**src/rtl/kd_mode_sequencer.sv**
```systemverilog
// kd_mode_sequencer: issues the Run_mode step program for one Kyber/Dilithium NTT or INTT, gated by done_flag, with a per-step timeout
module kd_mode_sequencer #(
  parameter int TIMEOUT_CYCLES = 4096,
  parameter int CNT_W = 13
) (
  input  logic       clk,
  input  logic       rst,
  input  logic       start,
  input  logic       kd_sel,
  input  logic       inv,
  input  logic       abort,
  input  logic [1:0] done_flag,
  output logic [3:0] Run_mode,
  output logic       KD_mode,
  output logic       busy,
  output logic       seq_done,
  output logic       seq_err,
  output logic [1:0] err_code,
  output logic [1:0] step_idx
);
  typedef enum logic [1:0] {IDLE, ARM, WAIT, FINISH} state_t;
  state_t state;
  logic inv_q;
  logic [CNT_W-1:0] cnt;
  logic [1:0] exp_flag;
  logic last, tmo;
  function automatic logic [3:0] prog_code(input logic k, input logic i, input logic [1:0] s);
    return k ? (i ? 4'd11 : 4'd5) + {3'd0, s[0]}
             : i ? (s[1] ? 4'd7 : 4'd9) + {3'd0, s[0]} : {2'd0, s} + 4'd1;
  endfunction
  // Per-step decode: which completion code is expected, whether this is the final step, and timeout hit
  always_comb begin
    exp_flag = Run_mode[0] ? 2'b01 : 2'b10;
    last = KD_mode ? step_idx[0] : &step_idx;
    tmo = cnt == CNT_W'(TIMEOUT_CYCLES - 1);
  end
  // Sequencer FSM; a nonzero flag in ARM is a leftover from the previous step and is ignored
  always_ff @(posedge clk) begin
    if (rst) begin
      state <= IDLE;
      Run_mode <= 4'd0;
      KD_mode <= 1'b0;
      inv_q <= 1'b0;
      busy <= 1'b0;
      seq_done <= 1'b0;
      seq_err <= 1'b0;
      err_code <= 2'b00;
      step_idx <= 2'd0;
      cnt <= '0;
    end else if (state == IDLE) begin
      if (start) begin
        state <= ARM;
        KD_mode <= kd_sel;
        inv_q <= inv;
        step_idx <= 2'd0;
        Run_mode <= prog_code(kd_sel, inv, 2'd0);
        busy <= 1'b1;
        seq_err <= 1'b0;
        err_code <= 2'b00;
        cnt <= '0;
      end
    end else if (abort) begin
      state <= IDLE;
      Run_mode <= 4'd0;
      busy <= 1'b0;
      seq_done <= 1'b0;
    end else if (state == FINISH) begin
      state <= IDLE;
      busy <= 1'b0;
      seq_done <= 1'b0;
    end else if (state == WAIT && done_flag == exp_flag) begin
      cnt <= '0;
      if (last) begin
        state <= FINISH;
        Run_mode <= 4'd0;
        seq_done <= 1'b1;
      end else begin
        state <= ARM;
        step_idx <= step_idx + 2'd1;
        Run_mode <= prog_code(KD_mode, inv_q, step_idx + 2'd1);
      end
    end else if ((state == WAIT && done_flag != 2'b00) || tmo) begin
      state <= IDLE;
      Run_mode <= 4'd0;
      busy <= 1'b0;
      seq_err <= 1'b1;
      err_code <= (state == WAIT && done_flag != 2'b00) ? 2'b10 : 2'b01;
    end else begin
      cnt <= cnt + 1'b1;
      if (state == ARM && done_flag == 2'b00) state <= WAIT;
    end
  end
endmodule

```
**config.mk**
```make
export PLATFORM = sky130hd
export DESIGN_NAME = kd_mode_sequencer
export DESIGN_NICKNAME = d
export VERILOG_FILES = /design/src/rtl/kd_mode_sequencer.sv
export SDC_FILE = /design/constraint.sdc
export NUM_CORES = 1
export LEC_CHECK = 0
export ABC_CLOCK_PERIOD_IN_PS = 2500
export BUFFER_PORTS_ARGS = -buffer_cell sky130_fd_sc_hd__buf_2
export CAP_MARGIN = 20
export CORE_UTILIZATION = 57
export CTS_CLUSTER_SIZE = 10
export DETAILED_ROUTE_END_ITERATION = 10
export GPL_TIMING_DRIVEN = 0
export PLACE_DENSITY_LB_ADDON = 0.3
export SYNTH_ARGS = -nofsm -noshare
export SYNTH_HDL_FRONTEND = slang
export SYNTH_SLANG_ARGS = --single-unit
```
**constraint.sdc**
```tcl
create_clock -name clk -period 2.5 [get_ports clk]
set_input_delay 0.25 -clock clk [delete_from_list [all_inputs] [get_ports clk]]
set_output_delay 0.25 -clock clk [all_outputs]
set_load 0.01 [all_outputs]
```
==> flow_metrics.py <==
metrics = {
    "sta": {
        "slew_viol_final": 0,
        "fin_setup_tns_ns": 0,
        "rsz0062_at_grt": "no",
        "skew_ns": 0.00675,
        "fmax_mhz": 470,
        "setup_viol": 0,
        "finalHoldViolCount": 0,
        "period_minus_slack_ns": 2.13,
        "max_slew.worst_pin.slew_ns": 0.572,
        "fin_crit_sh_pct": 85.2,
        "slew_headroom_pct": 61.7,
    },
    "logic_synthesis": {
        "synthesis.area_um2": 1660,
        "ys_async_sr_fraction_pct": 0,
        "synthMuxAreaShare_pct": 1.81,
        "yosysTopAreaCellShare_pct": 33.7,
        "yosysWarnings": 0,
        "ys.flop_type": "dfxtp_1",
        "synthTopCellsByCount": "dfxtp_1 (28), nand2_1 (20), nor2_1 (18)",
        "synth-adder-area-share_pct": 5.12,
        "synthCells": 201,
        "synth_edf_count": 0,
        "seq_area_frac_synth_pct": 33.7,
        "synth_xor_area_share_pct": 1.05,
        "synth-simple-area-share_pct": 27.8,
        "synth_top_area_cell": "dfxtp_1",
        "ys_seq_elements": 28,
        "yosysMostFrequentCell": "dfxtp_1",
        "synth_area_leaders": "dfxtp_1 (34%), or4_1 (5.0%), ha_1 (4.5%), nand2_1 (4.5%), nor2_1 (4.1%)",
        "ys_types": 53,
        "syn_nets": 215,
        "synth_top_family_by_area": "simple AND/OR/NAND/NOR gates",
        "synth.avg_cell_area_um2": 8.27,
        "synth_compound_area_share_pct": 26.6,
    },
    "floorplanning": {
        "rows": 19,
        "initial_utilization_pct": 60.3,
        "die_area_um2": 3140,
        "io_pins": 20,
        "die_h_um": 56.0,
        "coreArea_um2": 2760,
        "die_x_um": 56.0,
    },
    "flow_run": {
        "drv_cap": 0,
    },
    "placement": {
        "gp_congestion": 0.853,
        "dp_hpwl_mm": 2.94,
        "dp.cells": 251,
        "place_area_um2": 1800,
        "port_buffers": 19,
    },
    "setup_path": {
        "r2r_end": "cnt[10]$_SDFFE_PP0P_",
        "end_kind": "register",
        "required_ns": 2.77,
        "critPathLaunchType": "register",
        "crit_fanout": 10,
        "reg2regPathDepth": 5,
        "timing.rr.start": "state[1]$_SDFFE_PP0P_",
        "crit_type": "reg2reg",
        "cp.arrival_ns": 2.40,
        "r2r_slack_ns": 0.37,
    },
    "finish": {
        "syn2layout_area_growth_pct": 11.2,
        "fin_area_um2": 1850,
        "drive_gt1_share_pct": 15.2,
        "antennaDiodeCount": 0,
        "instances_no_fill": 255,
        "design.final.nets": 239,
    },
    "global_route": {
        "grt_antenna_before_repair": 0,
        "grt_pass1_wl_mm": 6.81,
        "grt_overflow": 0,
        "grt_usage_pct": 26.8,
        "grt_pass1_vias": 1556,
        "grt_max_degree": 17,
    },
    "status": {
        "status": "complete, no violations",
    },
    "power": {
        "irDropWorstVdd_mv": 0.439,
        "power_density_nw_per_um2": 503,
        "finalPower_uw": 931,
        "leakagePower_uw": 0.000772,
    },
    "cts": {
        "path_clk_slew_ns": 0.15,
        "post_cts_buffers": 0,
        "cts.sinks": 28,
        "cts_buffers": 3,
        "cts_resized": 0,
        "cts_hold_buf": 0,
        "cts_buffer_depth": 2,
        "cts_tree": "yes",
        "clock_latency_ns": 0.33,
        "root_buffer": "clkbuf_4",
        "htreeDepth": 1,
    },
    "min_path": {
        "worstHoldPathCells": 3,
        "min-delay-start": "kd_sel",
        "worstHoldPathType": "in2reg",
        "hold_end": "KD_mode$_SDFFE_PP0P_",
    },
    "detailed_routing": {
        "initialDrtViolationCount": 62,
        "route.vias.total": 1633,
        "routed_via_density": 6.40,
        "finalWirelength_mm": 3.93,
        "drc": 0,
        "wl_per_cell_um": 15.4,
        "postRouteAntennaNets": 0,
        "dr.pass1.iters": 4,
    },
}
-- flip-flops by register name, indices dropped and copies added (netlist names) --
signal / count
cnt: 13
seq_done: 1
inv_q: 1
seq_err: 1
step_idx: 2
KD_mode: 1
busy: 1
state: 2
Run_mode: 4
err_code: 2
-- worst max-delay path by stage --
stage          slack, ns  cells past startpoint                    to                startpoint
6_report            0.37                      5  cnt[10]$_SDFFE_PP0P_     state[1]$_SDFFE_PP0P_
5_1_grt             0.23                      5  cnt[10]$_SDFFE_PP0P_     state[1]$_SDFFE_PP0P_
4_1_cts             0.41                      5  cnt[10]$_SDFFE_PP0P_     state[1]$_SDFFE_PP0P_
3_5_place_dp        0.44                      5  cnt[10]$_SDFFE_PP0P_     state[1]$_SDFFE_PP0P_
3_3_place_gp        0.52                      5  cnt[10]$_SDFFE_PP0P_     state[1]$_SDFFE_PP0P_
2_1_floorplan       0.67                      6  cnt[11]$_SDFFE_PP0P_  Run_mode[0]$_SDFFE_PP0P_
-- cells in the final DEF (no fill, tap or decap), types with 2 or more instances in the layout --
cell type,n
inv_1,5
nand3_1,6
ha_1,6
a21oi_1,11
nand2b_1,3
nor2b_1,3
and3_1,4
nand2_1,20
buf_2,22
o31ai_1,5
nor3_1,6
and4_1,3
o21ai_0,9
nand4_1,2
dfxtp_1,28
mux2i_1,3
and2_1,2
nor2_1,18
a21oi_2,2
clkbuf_1,4
a21o_1,4
nand3b_1,2
a211oi_1,3
or4_1,11
a31oi_1,3
clkbuf_4,3
o211ai_1,8
-- power by group --
group          switching [uW]  internal, uW  leakage [uW]
clock                     135           162     0.0000279
combinational            96.8          60.8      0.000517
sequential               12.8           463      0.000228
total                     245           686      0.000772
-- stage by stage --
step	hold slack [ns]	util [%]	setup WS, ns
after global placement	0.431	65.2	0.524
after floorplan	0.327	-	0.672
final	0.169	67.1	0.370
after CTS	0.162	67.1	0.413
after global routing	0.164	67.1	0.227
after detailed placement	0.432	65.2	0.438
-- cells by family after synthesis --
kind of cell / Yosys count
buffers and inverters: 14
AOI/OAI and AO/OA: 61
adders and majority gates: 7
and+or+nand+nor: 86
muxes: 3
DFF: 28
xor gates and xnor gates: 2
-- per-layer routing --
metal,global-route usage (%),wire length [um],up-vias
met1,33.0,1740,752
met4,13.9,116,0
met3,3.02,183,12
met2,45.6,1900,53
li1,-,-,816
met5,0,0,-
-- critical path, cell delays in order (launching register included) --
cell and delay, ns:
dfxtp_1 0.37, buf_1 0.27, a21oi_2 0.43, nor2_1 0.26, or4_1 0.55, a21oi_1 0.18
-- layout make-up --
type,instances,area (um2)
timing repair buffer,19,95.1
clock inverter,1,30.0
tap,31,38.8
fill,254,908
multi-input combinational,159,1040
sequential,28,561
buffer,9,45.0
clock buffer,3,22.5
inverter,5,18.8
No activity file was read; power rests on OpenSTA's default activity.
